<file path="src/rtl/tt_response_checker_timeout_cnt.sv">
// ---------------------------------------------------------------------------
// tt_timeout_cnt
//   Idle-cycle counter for the response checker. Counts cycles spent in RUN
//   without a sample and flags when the allowed budget is used up.
//   Ports:
//     clk    in   system clock
//     rst_n  in   synchronous active-low reset
//     clear  in   return the count to zero (takes priority over incr)
//     incr   in   advance the count by one
//     count  out  current count, width $clog2(TIMEOUT)
//     tc     out  terminal count: count == TIMEOUT-1
// ---------------------------------------------------------------------------
module tt_timeout_cnt #(
  parameter int TIMEOUT = 64,
  parameter int CNT_W   = (TIMEOUT > 1) ? $clog2(TIMEOUT) : 1
) (
  input  logic             clk,
  input  logic             rst_n,
  input  logic             clear,
  input  logic             incr,
  output logic [CNT_W-1:0] count,
  output logic             tc
);

  localparam logic [CNT_W-1:0] TC_VAL = CNT_W'(TIMEOUT - 1);

  // NOTE: sequential state is written with non-blocking assignments so every
  // flop samples the pre-edge values regardless of process ordering.
  always_ff @(posedge clk) begin
    if (!rst_n) begin
      count <= '0;
    end else if (clear) begin
      count <= '0;
    end else if (incr && (count != TC_VAL)) begin
      count <= count + 1'b1;
    end
  end

  assign tc = (count == TC_VAL);

endmodule

</file>
<file path="config.mk">
export PLATFORM = sky130hd
export DESIGN_NAME = tt_timeout_cnt
export DESIGN_NICKNAME = d
export VERILOG_FILES = /design/src/rtl/tt_response_checker_timeout_cnt.sv
export SDC_FILE = /design/constraint.sdc
export NUM_CORES = 1
export LEC_CHECK = 0
export CAP_MARGIN = 0
export CORE_AREA = 2 2 39 41
export DETAILED_ROUTE_END_ITERATION = 8
export DIE_AREA = 0 0 41 43
export MAX_ROUTING_LAYER = met4
export PLACE_DENSITY = 0.47
export SYNTH_ARGS = -nofsm -noshare
export SYNTH_HDL_FRONTEND = slang
export SYNTH_SLANG_ARGS = --single-unit
</file>
<file path="constraint.sdc">
create_clock -name clk -period 1.6 [get_ports clk]
set_input_delay 0.32 -clock clk [delete_from_list [all_inputs] [get_ports clk]]
set_output_delay 0.32 -clock clk [all_outputs]
set_load 0.02 [all_outputs]
</file>
Word-level counts from Yosys, hierarchy flattened
Index checks and enable logic that the tools add are counted.
Word-level totals
  input port bits: 4
  flip-flop bits (word level): 6
  output and inout port bits: 7
Operators by class
  bitwise operators: 1
  reduce and logical (&&, ||, !) cells: 2
  add/subtract/negate cells: 1
  equal/unequal tests: 2
Operators with widths (count)
  $add A6 B1 Y6 const B: 1
  $eq A6 B6 Y1 const B: 1
  $ne A6 B6 Y1 const B: 1
  $reduce_or A2 Y1: 1
  $logic_and A1 B1 Y1: 1
  $not A1 Y1: 1

Logic depth before layout (Yosys ltp)
  depth after elaboration: 2
  depth in mapped cells: 4

Least setup slack after synthesis
No wires, ideal clock.
  kind: register -> output
  from: register count[0]
  to: output tc
  arrival time: 1182 ps
  setup slack: 98 ps
  data required time: 1280 ps
  buffers on the path: 0
  stages on the path, launching flop included: 5
  cell sequence: dfxtp_1 > ha_1 > nand3_1 > or2_1 > inv_1
On the way
  cells in the longest elaborated chain, start to end: 1
RTL lines
  start, declared: RTL line 21  | output logic [CNT_W-1:0] count,
  start signal, assigned: RTL line 35  | count <= count + 1'b1;
  $eq A6 B6 Y1: RTL line 39  | assign tc = (count == TC_VAL);
  end, declared: RTL line 22  | output logic tc
Every way passes these cells.

Worst setup path in the final report
  from: register count[1]
  to: output tc
The elaborated chain is that of the path after synthesis.

==> results_dict.tcl <==
set metrics [dict create \
    status "complete, no violations" \
    reg2reg_slack_ps 290 \
    regMostFlops "count" \
    layout_common_cells "12 x buf_4, 6 x dlygate4sd2_1, 4 x nand2_1, 4 x dfxtp_1" \
    finalHoldViolCount 0 \
    power.total_w 0.000325 \
    ys_seq_area_share_pct 39.8 \
    period_share_pct 97.7 \
    cts_buffer_depth 2 \
    hp-class "reg -> reg" \
    endpoint_kind "output port" \
    yosysUniqueCellTypes 19 \
    htreeDepth 1 \
    crit_required_ps 1280 \
    hp-start "count[3]" \
    ys_warn_count 0 \
    cts_tree "built" \
    num_antenna_cells 0 \
    cts_sinks 6 \
    drive_gt1_share_pct 39.7 \
    cts_buffers 3 \
    mostFrequentLayoutCell "buf_4" \
    grt_setup_unrepaired "true" \
    syn_avg_cell_area_um2 9.14 \
    rr_worst_depth 6 \
    design.portCount 11 \
    fill_cells 143 \
    fin_skew_ps 3.35 \
    slew_violations 0 \
    final_util_pct 39.6 \
    gp_congestion 0.754 \
    antenna_found_initial 0 \
    drc 0 \
    fp.dieH_um 43 \
    clk_pin_slew_ps 50 \
    p_per_area_nw_per_um2 593 \
    drtPass1Iterations 4 \
    tightest_slew_ps 244 \
    largest_reg_flops 6 \
    ant_nets 0 \
    peakVddDrop_uv 239 \
    final_net_count 65 \
    postCtsHoldBufs 0 \
    r2r-start "count[1]" \
    synth_area_um2 302 \
    crit_type "reg -> out" \
    clockPowerShare_pct 43.4 \
    core_um2 1380 \
    cp-startpoint "count[1]" \
    seqPwrFrac_pct 47.3 \
    grt_pass1_vias 347 \
    synth_nets 38 \
    layout_min_cycle_time_ps 1560 \
    grt_pass1_wl_mm 1.36 \
    cp-start-kind "register" \
    hold_depth 2 \
    root_buffer "clkbuf_4" \
    switching_power_w 0.0000705 \
    whs_endpoint "count[3]" \
    slew_headroom_pct 83.7 \
    max_freq_ghz 0.640 \
    die_w_um 41 \
    drt_iter0_drc 7 \
    synth_area_leaders "dfxtp_1 40%, mux2i_1 6.6%, a31oi_1 6.2%, nand2_1 5.0%, and4bb_1 4.1%" \
    swShare_pct 21.7 \
    place_area_um2 504 \
    p_leak_nw 0.254 \
    top_regs "count x6" \
    internal-power_w 0.000255 \
    grt_use_total_pct 12.2 \
    r2r-end "count[2]" \
    ys_seq_elements 6 \
    route.detailed.vias_per_inst 4.49 \
    grt_start_max_net_pins 6 \
    io_buffers 10 \
    fin_ws_ps 36.3 \
    grt-ovfl-total 0 \
    synth_ff_type "dfxtp_1" \
    synth_edf_count 0 \
    start_util_pct 21.8 \
    die_area_um2 1760 \
    maxCapViolations 0 \
    cp.arrival_ps 1240 \
    dp_hpwl_um 640 \
    syn2layout_area_growth_pct 81.7 \
    vias 332 \
    stdcell_area_um2 548 \
    rows 14 \
    critPathMaxFanout 2 \
    yosysTopAreaCellShare_pct 39.8 \
    worstSkewPairLatency_ps 240 \
    routed_wl_um 856 \
    synth_cells 33 \
    wire_per_inst_um 11.6 \
    setup_viol 0 \
    synth_area_leader_cell "dfxtp_1" \
    pre_cts_ws_ps -187 \
    async_flop_share_pct 0 \
    power_frac_comb_pct 9.3 \
]
-- per-stage QoR --
step	setup TNS, ps	hold WS [ps]	cells
detailed placement	-187	563	70
finish	0	563	74
global route	-24.1	603	74
floorplan	0	497	33
global placement	-165	556	70
CTS	0	569	73
-- layout make-up --
| type | instances | area [µm²] | share of cell area (%) |
|---|---|---|---|
| clock buffers | 3 | 22.5 | 4.11 |
| inverters | 2 | 7.51 | 1.37 |
| multi-input cells | 25 | 191 | 34.9 |
| flip-flops and latches | 6 | 123 | 22.4 |
| well taps | 16 | 20.0 | 3.65 |
| repair buffers | 22 | 184 | 33.6 |
-- critical path: stages (launching register included) --
cell     delay [ps]
dfxtp_2         350
ha_4            140
nand3_2          80
or2_1           250
inv_1            70
buf_6           110
-- power groups by stage --
stage | clock, W | combinational, W | sequential, W
2_1_floorplan | 0 | 0.00000953 | 0.000158
4_1_cts | 0.000148 | 0.0000302 | 0.000153
6_report | 0.000141 | 0.0000303 | 0.000154
5_1_grt | 0.000165 | 0.0000334 | 0.000153
3_5_place_dp | 0 | 0.0000312 | 0.000155
3_3_place_gp | 0 | 0.0000302 | 0.000155
-- kinds of logic after synthesis --
family / share of synthesized area [%]
AOI/OAI and AO/OA: 14.9
adders and majority gates: 4.15
buffers and inverters: 2.49
DFF: 39.8
muxes: 6.64
and+or+nand+nor: 31.9
-- worst max-delay path by stage --
stage	endpoint	slack, ps
2_1_floorplan	tc	100
3_3_place_gp	tc	-160
3_5_place_dp	tc	-190
4_1_cts	tc	8
5_1_grt	tc	-20
6_report	tc	40
-- cell usage after synthesis, drive strengths merged, types with 2 or more instances --
master  number
a31oi        3
dfxtp        6
inv          2
mux2i        2
nand2        4
nand2b       2
nor3         2
o21ai        2
-- timing repair --
action,CTS,global route
setup buffers,0,1
setup endpoints to repair,7,1
pin swaps,0,2
gates resized for setup,11,6
-- per-layer routing --
metal | vias to the layer above | global-route usage [%] | share of wire, %
met5 | - | - | 0
met4 | 0 | 8.00 | 0.70
met3 | 2 | 4.71 | 3.7
met2 | 6 | 19.7 | 56
met1 | 152 | 11.2 | 40
li1 | 172 | - | -
Power figures use the tool's default switching activity.
